File: config.mk
export PLATFORM = sky130hd
export DESIGN_NAME = dm_access_ctrl
export DESIGN_NICKNAME = d
export VERILOG_FILES = /design/src/rtl/dm_access_ctrl.sv
export SDC_FILE = /design/constraint.sdc
export NUM_CORES = 1
export LEC_CHECK = 0
export ABC_AREA = 1
export CAP_MARGIN = 20
export CORE_MARGIN = 2
export CORE_UTILIZATION = 46
export CTS_BUF_LIST = sky130_fd_sc_hd__clkbuf_16
export DETAILED_ROUTE_END_ITERATION = 6
export GPL_TIMING_DRIVEN = 0
export PLACE_DENSITY = 0.9
export SLEW_MARGIN = 20
export SYNTH_ARGS = -nofsm -noshare
export SYNTH_HDL_FRONTEND = slang
export SYNTH_SLANG_ARGS = --single-unit
File: constraint.sdc
create_clock -name clk -period 5.4 [get_ports clk]
set_input_delay 1.08 -clock clk [delete_from_list [all_inputs] [get_ports clk]]
set_output_delay 1.08 -clock clk [all_outputs]
set_load 0.02 [all_outputs]
File: src/rtl/dm_access_ctrl.sv
// Memory-stage access controller: turns load/store requests into DM word accesses, with RMW for sh/sb.
// Optional macro DM_RANGE_CHECK_EN rejects addresses at or above ADDR_LIMIT like misaligned ones.
module dm_access_ctrl #(
  parameter logic [31:0] ADDR_LIMIT = 32'h0000_3000
) (
  input  logic        clk,
  input  logic        reset,
  input  logic        req,
  input  logic [2:0]  op,
  input  logic [31:0] addr,
  input  logic [31:0] wdata,
  input  logic [31:0] pc,
  input  logic [31:0] dm_rdata,
  output logic [31:0] dm_addr,
  output logic [31:0] dm_wdata,
  output logic        dm_we,
  output logic [31:0] dm_pc,
  output logic [31:0] rdata,
  output logic        done,
  output logic        busy,
  output logic        addr_err
);

  localparam logic [2:0] OP_LW  = 3'b000;
  localparam logic [2:0] OP_LH  = 3'b001;
  localparam logic [2:0] OP_LHU = 3'b010;
  localparam logic [2:0] OP_LB  = 3'b011;
  localparam logic [2:0] OP_LBU = 3'b100;
  localparam logic [2:0] OP_SW  = 3'b101;
  localparam logic [2:0] OP_SH  = 3'b110;

  typedef enum logic {IDLE, MERGE} state_t;

  state_t      state;
  logic [31:0] cap_addr;
  logic [15:0] cap_wdata;
  logic        cap_byte;
  logic [31:0] cap_pc;

  logic        misaligned, out_of_range, bad, is_load;
  logic [31:0] load_ext, merged;
  logic [15:0] half_sel;
  logic [7:0]  byte_sel;

`ifdef DM_RANGE_CHECK_EN
  assign out_of_range = (addr >= ADDR_LIMIT);
`else
  logic unused_range;
  assign unused_range = (addr >= ADDR_LIMIT);
  assign out_of_range = 1'b0;
`endif

  always_comb begin
    misaligned = 1'b0;
    case (op)
      OP_LW, OP_SW:         misaligned = (addr[1:0] != 2'b00);
      OP_LH, OP_LHU, OP_SH: misaligned = addr[0];
      default:              misaligned = 1'b0;
    endcase
  end

  assign bad     = misaligned | out_of_range;
  assign is_load = (op <= OP_LBU);

  // Lane extraction and extension for loads
  always_comb begin
    half_sel = addr[1] ? dm_rdata[31:16] : dm_rdata[15:0];
    byte_sel = dm_rdata[{addr[1:0], 3'b000} +: 8];
    case (op)
      OP_LH:   load_ext = {{16{half_sel[15]}}, half_sel};
      OP_LHU:  load_ext = {16'h0000, half_sel};
      OP_LB:   load_ext = {{24{byte_sel[7]}}, byte_sel};
      OP_LBU:  load_ext = {24'h000000, byte_sel};
      default: load_ext = dm_rdata;
    endcase
  end

  // Replace only the captured lane of the current DM word
  always_comb begin
    merged = dm_rdata;
    if (cap_byte)
      merged[{cap_addr[1:0], 3'b000} +: 8] = cap_wdata[7:0];
    else if (cap_addr[1])
      merged[31:16] = cap_wdata;
    else
      merged[15:0] = cap_wdata;
  end

  always_comb begin
    busy = (state == MERGE);
    if (state == MERGE) begin
      dm_addr  = {cap_addr[31:2], 2'b00};
      dm_pc    = cap_pc;
      dm_wdata = merged;
      dm_we    = ~reset;
    end else begin
      dm_addr  = {addr[31:2], 2'b00};
      dm_pc    = pc;
      dm_wdata = wdata;
      dm_we    = req & (op == OP_SW) & ~bad & ~reset;
    end
  end

  always_ff @(posedge clk or posedge reset) begin
    if (reset) begin
      state     <= IDLE;
      rdata     <= 32'h0;
      done      <= 1'b0;
      addr_err  <= 1'b0;
      cap_addr  <= 32'h0;
      cap_wdata <= 16'h0;
      cap_byte  <= 1'b0;
      cap_pc    <= 32'h0;
    end else begin
      done     <= 1'b0;
      addr_err <= 1'b0;
      case (state)
        IDLE: begin
          if (req) begin
            if (bad) begin
              addr_err <= 1'b1;
            end else if (is_load) begin
              rdata <= load_ext;
              done  <= 1'b1;
            end else if (op == OP_SW) begin
              done <= 1'b1;
            end else begin
              cap_addr  <= addr;
              cap_wdata <= wdata[15:0];
              cap_byte  <= (op != OP_SH);
              cap_pc    <= pc;
              state     <= MERGE;
            end
          end
        end
        MERGE: begin
          state <= IDLE;
          done  <= 1'b1;
        end
        default: state <= IDLE;
      endcase
    end
  end

endmodule
# After elaboration in Yosys (flattened, before gate mapping)
# Cells that the tools add are included.
[totals] output_inout_bits=132 wordCells=58 input_bits=134 reg_bits=116
[op_classes] reduce_logical=6 n_mux=24 bitwise=8 n_shift=3 magnitude_cmp=1 n_addsub=1 n_eq_ne=7
[op_table] cell="two-way mux 32 bit" n=4
[op_table] cell="case mux 32 bit (4 select lines)" n=1
[op_table] cell="two-way mux 16 bit" n=3
[op_table] cell="bitwise mux 32 bit" n=1
[op_table] cell="variable shift 8 x 7 -> 32 bit, first input constant" n=1
[op_table] cell="indexed part select 32 x 6 -> 8 bit" n=1
[op_table] cell="indexed part select 8 x 7 -> 32 bit" n=1
[op_table] cell="two-way mux 1 bit" n=12
[op_table] cell="== test 3 bit, second input constant" n=3
[op_table] cell="negator 5 -> 7 bit" n=1
[op_table] cell="== test 3 x 2 -> 1 bit, second input constant" n=2
[op_table] cell="case mux 1 bit (2 select lines)" n=3
[op_table] cell="inverter 1 bit" n=5
[op_table] cell="AND reduction 5 bit" n=1
[op_table] cell="AND reduction 4 bit" n=1
[op_table] cell="bitwise AND 1 bit" n=3
[op_table] cell="== test 3 x 1 -> 1 bit, second input constant" n=1
[op_table] cell="<= comparator 3 bit, second input constant" n=1
[op_table] cell="zero test 3 bit" n=1
[op_table] cell="!= test 3 bit, second input constant" n=1
[op_table] cell="OR reduction 3 bit" n=1
[op_table] cell="nonzero test 2 bit" n=1
[op_table] cell="OR reduction 2 bit" n=1

# Logic depth before layout (Yosys ltp)
# Gate-level depths: netlist (run 1).
[logic_depth] depth_word=7 depth_mapped=11 depth_no_buf=9

# Worst setup path after synthesis (run 1)
# No wires, ideal clock.
[synth_path] path_kind="register -> output" startpoint="register cap_addr[1]" endpoint="output port dm_wdata[10]" stages_incl_launch_ff=10 arrival_time_ps=2407 required_ps=4320 path_buffers=3 setup_slack_ps=1913 cell_sequence="dfrtp_1 clkbuf_1 clkbuf_1 inv_1 ha_1 clkbuf_1 nand3_1 o22ai_1 nor2_1 o21ai_0"
[synth_via] elab_chain_cells=5 elab_cells_between_ends=7
[synth_lines] element="start, declared" line="35" source="logic [31:0] cap_addr;"
[synth_lines] element="start signal, assigned" line="128" source="cap_addr <= addr;"
[synth_lines] element="negator 5 -> 7 bit" line="82" source="merged[{cap_addr[1:0], 3'b000} +: 8] = cap_wdata[7:0];"
[synth_lines] element="indexed part select 8 x 7 -> 32 bit / variable shift 8 x 7 -> 32 bit (equally long branches)" line="82"
[synth_lines] element="bitwise mux 32 bit" line="82"
[synth_lines] element="two-way mux 32 bit *" line="81" source="if (cap_byte)"
[synth_lines] element="two-way mux 32 bit *" line="91" source="if (state == MERGE) begin"
[synth_lines] element="end, declared" line="15" source="output logic [31:0] dm_wdata,"
# Mark *: on every way between the ends. The rest lies on a longest branch, timed or not.

# Worst setup path in the final report (run 1)
[layout_path] startpoint="register cap_addr[1]" endpoint="output port dm_wdata[9]"
# Same word-level chain as after synthesis.

==> results.cfg, run 1 <==
[cts]
cts_root_buffer = clkbuf_16
ctsHoldBuffers = 0
cts_tree = yes
clk_pin_slew_ps = 60
cts_buffer_depth = 2
cts_buffers = 17
clk_latency_ps = 420
htreeDepth = 4
cts_setup_buffers = 0
clock-sinks = 116
ctsResizeCount = 0

[grt]
grt_pass1_wl_um = 45400
globalRouteOverflowTotal = 0
grtUsageTotal = 0.328
antenna_found_initial = 0
grt_pass1_vias = 8732
grt_max_degree = 64

[critical_path]
path_max_fanout = 10
cp_data_required_time_ps = 4320
critPathCaptureType = output pin
critical_path_arrival_ps = 3960
cp-start-kind = flip-flop
cpMostUsedCell = clkbuf_1
crit_type = reg2out
crit_chain = clkbuf_1 > clkbuf_1 > inv_1 > ha_1 > clkbuf_1 > nand3_1 > o22ai_1 > o21ai_0 > o21ai_0 > clkdlybuf4s50_1
cp_num_buf_inv = 5
cp_top_family = buffers and inverters
crit_slowest_cell = clkdlybuf4s50_1
cpPeakStageDelay_ps = 710

[layout]
antenna_cells = 0
layout_commonest_cell = nand2_1
finalInstanceArea_mm2 = 0.0110
drive_gt1_frac = 0.0658
layout_common_cells = nand2_1 (409), clkdlybuf4s50_1 (260), o21ai_0 (154), dfrtp_1 (116), inv_1 (112)
syn_to_final_growth_pct = 47.2
nNetsFinal = 1540

[synthesis]
syn-cell-area_mm2 = 0.00747
yosysSeqAreaShare = 0.388
synth-async-reset-ratio = 1.00
ys_warn_count = 0
yosys_most_used_dff = dfrtp_1
ys_ff_latch = 116
syn_area_per_cell_um2 = 6.67
ys_types = 31
syn_inst = 1120
synth_edf_count = 0

[routing]
drcViolationCount = 0
viasPerCell = 5.44
ant_nets = 0
drt-initial-drc-count = 640
drtPass1Iterations = 5
postRouteWirelength_um = 28400
vias = 8862
routedWlPerCell_um = 17.4

[job]
drv_cap = 0

[pwr]
powerDensity_mw_per_mm2 = 312
total_power_mw = 3.43
max-vdd-ir-drop_v = 0.000232
p_leak_nw = 5.27

[placement]
portBuffers = 260
hpwlAfterDp_um = 21600
gp_congestion = 0.955
post_dp_cell_area_mm2 = 0.0104

[floorplanning]
io_pins = 266
die-area_mm2 = 0.0173
placementRows = 46
initial_core_util = 0.470
die_w_um = 131
die_h_um = 131
core_mm2 = 0.0159

[timing]
setup_viol = 0
fin_crit_sh = 0.933
setup_tns_ps = 0
rsz0062_at_grt = no
drv_slew = 0
period_minus_slack_ps = 5040
hold_viol = 0
finClkSkew_ps = 7.54
slew_headroom = 0.545
max_freq_mhz = 198
worstMarginPinSlew_ps = 683

[hold_path]
hold_path.class = reg2reg

[run_status]
outcome = completed
-- final timing paths --
check | startpoint | endpoint | slack [ps] | cells after the start
worst max-delay path | cap_addr[1]$_DFFE_PP0P_ | dm_wdata[9] | 360 | 10
worst min-delay path | rdata[20]$_DFFE_PP0P_ | rdata[20]$_DFFE_PP0P_ | 480 | 2
worst max register to register | busy$_DFF_PP0_ | addr_err$_DFF_PP0_ | 3630 | 5
worst min register to register | rdata[20]$_DFFE_PP0P_ | rdata[20]$_DFFE_PP0P_ | 480 | 2
max in group asynchronous | reset | cap_addr[14]$_DFFE_PP0P_ | 3580 | 3
min in group asynchronous | reset | done$_DFF_PP0_ | 1150 | 2
-- final cells by class --
| type | count | area [µm²] |
|---|---|---|
| Clock inverter | 15 | 190 |
| Timing Repair Buffer | 261 | 2630 |
| Fill cell | 1344 | 4890 |
| Inverter | 118 | 450 |
| Buffer | 76 | 432 |
| Multi-Input combinational cell | 811 | 3700 |
| Clock buffer | 17 | 425 |
| Tap cell | 216 | 270 |
| Sequential cell | 116 | 2900 |
-- worst register-to-register path, cell delays in order (launching register included) --
cell and delay, ps:
dfrtp_1 330, buf_2 280, buf_2 320, buf_2 290
buf_2 310, nor3_1 120
-- sequential cells by signal (all words and copies together) (netlist names) --
register   cells
cap_byte       1
done           1
cap_wdata     16
busy           1
cap_addr      32
rdata         32
addr_err       1
cap_pc        32
-- logic make-up after synthesis --
family | Yosys count | synth area share
buf+inv | 194 | 0.117
fa+ha+maj | 5 | 0.00837
compound gates | 254 | 0.185
flops | 116 | 0.388
simple gates | 550 | 0.300
other cells | 1 | 0.000502
-- stage by stage --
step	hold WS [ps]	instances	utilization	worst slack, ps
finish	477	1630	0.692	361
global route	497	1630	0.692	142
CTS	481	1630	0.692	412
detailed placement	466	1598	0.654	893
global placement	463	1597	0.651	-524
floorplan	453	1121	-	1250
-- power by group --
| group | switching, mW | total (mW) | internal (mW) |
|---|---|---|---|
| sequential | 0.111 | 1.15 | 1.04 |
| clock | 0.436 | 1.20 | 0.768 |
| combinational | 0.612 | 1.08 | 0.466 |
| total | 1.16 | 3.43 | 2.27 |
-- cell usage after synthesis, types with 13 or more instances --
cell / number / share of area
nand2_1: 409 / 0.21
o21ai_0: 154 / 0.10
dfrtp_1: 116 / 0.39
inv_1: 111 / 0.056
nand3_1: 77 / 0.052
nor2_1: 41 / 0.021
o21ai_1: 39 / 0.026
clkbuf_1: 27 / 0.014
buf_2: 24 / 0.016
o22ai_1: 18 / 0.015
a21oi_1: 15 / 0.010
buf_4: 15 / 0.015
o221ai_1: 14 / 0.016
o211ai_1: 13 / 0.013
-- per-layer routing --
layer / GRT usage / up-vias / share of wire
li1: - / 4190 / -
met1: 0.392 / 4159 / 0.39
met2: 0.567 / 440 / 0.49
met3: 0.0772 / 73 / 0.089
met4: 0.133 / 0 / 0.034
met5: 0 / - / 0
Note: power is estimated with default switching activity, not from simulation.
==> run 2: changes to the inputs <==
Settings changed: CORE_MARGIN 2 to not set.
==> run 2 against run 1 <==
Against the previous run:
- largest power group unchanged
- final area is 0.10% higher
- count of clock-buffer cells in the layout stayed put
- final cell count stayed put
- non-clock buffer count stayed put
- combinational power hardly changed
- utilization is 0.071 points higher
- register-to-register slack worse by 120 ps
- total power is 0.86% higher
- die area is 3.0% lower
- sequential power hardly changed
- clock skew is 1.8 ps lower
==> results.cfg, run 2 (synthesized netlist as in run 1, its figures left out) <==
[run_status]
outcome = completed

[routing]
drtPass1Iterations = 5
drcViolationCount = 0
viasPerCell = 5.42
postRouteWirelength_um = 28200
routedWlPerCell_um = 17.3
drt-initial-drc-count = 702
ant_nets = 0
vias = 8839

[timing]
worstMarginPinSlew_ps = 660
setup_tns_ps = 0
setup_viol = 0
fin_crit_sh = 0.935
period_minus_slack_ps = 5050
max_freq_mhz = 198
finClkSkew_ps = 5.74
slew_headroom = 0.555
whs_ps = 478
drv_slew = 0
rsz0062_at_grt = no
hold_viol = 0

[pwr]
powerDensity_mw_per_mm2 = 314
sw_frac_of_total = 0.341
p_seq_frac = 0.332
max-vdd-ir-drop_v = 0.000239
pwr-share-comb = 0.311
p_leak_nw = 5.27
switching_power_mw = 1.18
power.internal_mw = 2.28
pwr-share-clk = 0.356

[critical_path]
critical_path_arrival_ps = 3970
critPathCaptureType = output pin
cpPeakStageDelay_ps = 670
cp_data_required_time_ps = 4320
cp-endpoint = dm_wdata[8]
critPathLaunch = cap_addr[1]$_DFFE_PP0P_
r2r-start = busy$_DFF_PP0_
crit_chain = clkbuf_1 > clkbuf_1 > inv_1 > ha_1 > clkbuf_1 > nand3_1 > o22ai_1 > nor2_1 > o21ai_0 > clkdlybuf4s50_1
crit_type = reg2out
worstReg2RegEnd = cap_addr[27]$_DFFE_PP0P_
path_max_fanout = 10
cpMostUsedCell = clkbuf_1
crit_slowest_cell = clkdlybuf4s50_1
cp-start-kind = flip-flop
r2r_slack_ps = 3510
reg2regPathDepth = 5

[cts]
ctsResizeCount = 0
clk_latency_ps = 430
clock-sinks = 116
clk_pin_slew_ps = 60
ctsHoldBuffers = 0
cts_buffer_depth = 2
cts_tree = yes
cts_setup_buffers = 0
cts_buffers = 17
cts_root_buffer = clkbuf_16
htreeDepth = 4

[layout]
finalInstanceArea_mm2 = 0.0110
nNetsFinal = 1540
syn_to_final_growth_pct = 47.3
layout_common_cells = nand2_1 (409), clkdlybuf4s50_1 (260), o21ai_0 (154), dfrtp_1 (116), inv_1 (110)
nFillCells = 1354
layout_commonest_cell = nand2_1
antenna_cells = 0
register_area_mm2 = 0.00290
top_regs = cap_addr (32), cap_pc (32), rdata (32)
multiInputGateArea_mm2 = 0.00370
drive_gt1_frac = 0.0679

[grt]
grtUsageTotal = 0.344
grt_pass1_wl_um = 43900
antenna_found_initial = 0
grt_pass1_vias = 8521
globalRouteOverflowTotal = 0
grt_max_degree = 80

[floorplanning]
placementRows = 46
io_pins = 266
initial_core_util = 0.470
die_w_um = 129
die-area_mm2 = 0.0168
die_h_um = 129
core_mm2 = 0.0159

[job]
drv_cap = 0

[hold_path]
hold_path.class = reg2reg

[placement]
hpwlAfterDp_um = 21400
gp_congestion = 0.968
post_dp_cell_area_mm2 = 0.0104
portBuffers = 260
-- run 2: cell count changes in the layout (fill, tap and decap cells not counted) --
cell,previous run,this run
inv_6,2,5
inv_1,112,110
clkinv_4,3,2
clkinv_2,1,2
clkinv_1,4,3
-- run 2: per-stage QoR --
| stage | cells | power, mW | setup slack (ps) | util |
|---|---|---|---|---|
| after CTS | 1630 | 3.46 | 502 | 0.693 |
| final | 1630 | 3.46 | 349 | 0.693 |
| after detailed placement | 1598 | 2.23 | 937 | 0.654 |
| after global placement | 1597 | 2.19 | -458 | 0.651 |
| after global routing | 1630 | 3.62 | 146 | 0.693 |
| after floorplan | 1121 | 1.73 | 1250 | - |
-- run 2: per-layer routing --
layer	part of all wire	track usage
met1	0.39	0.407
met2	0.47	0.572
met3	0.088	0.0867
met4	0.053	0.196
met5	0	0
-- run 2: power groups by stage --
stage	logic, mW	registers [mW]	clock network, mW
2_1_floorplan	0.523	1.21	0
5_1_grt	1.17	1.17	1.27
6_report	1.08	1.15	1.23
3_3_place_gp	1.04	1.15	0
3_5_place_dp	1.07	1.16	0
4_1_cts	1.07	1.15	1.23
-- run 2: final cells by class --
cell class	count	area share
Inverter	118	0.0409
Sequential cell	116	0.264
Multi-Input combinational cell	811	0.336
Buffer	76	0.0392
Clock inverter	15	0.0183
Tap cell	216	0.0246
Clock buffer	17	0.0386
Timing Repair Buffer	261	0.239
-- run 2: critical path, delay by kind of cell (launching register included) --
family,cells,cell delay [ps]
flops,1,380
simple gates,2,450
buf+inv,5,1900
fa+ha+maj,1,300
compound gates,2,520
-- run 2: worst min-delay path by stage --
| stage | startpoint | to | slack (ps) | cells after the start |
|---|---|---|---|---|
| 2_1_floorplan | cap_pc[23]$_DFFE_PP0P_ | cap_pc[23]$_DFFE_PP0P_ | 450 | 2 |
| 3_3_place_gp | rdata[2]$_DFFE_PP0P_ | rdata[2]$_DFFE_PP0P_ | 460 | 2 |
| 3_5_place_dp | rdata[3]$_DFFE_PP0P_ | rdata[3]$_DFFE_PP0P_ | 470 | 2 |
| 4_1_cts | rdata[31]$_DFFE_PP0P_ | rdata[31]$_DFFE_PP0P_ | 480 | 2 |
| 5_1_grt | rdata[31]$_DFFE_PP0P_ | rdata[31]$_DFFE_PP0P_ | 490 | 2 |
| 6_report | rdata[18]$_DFFE_PP0P_ | rdata[18]$_DFFE_PP0P_ | 480 | 2 |
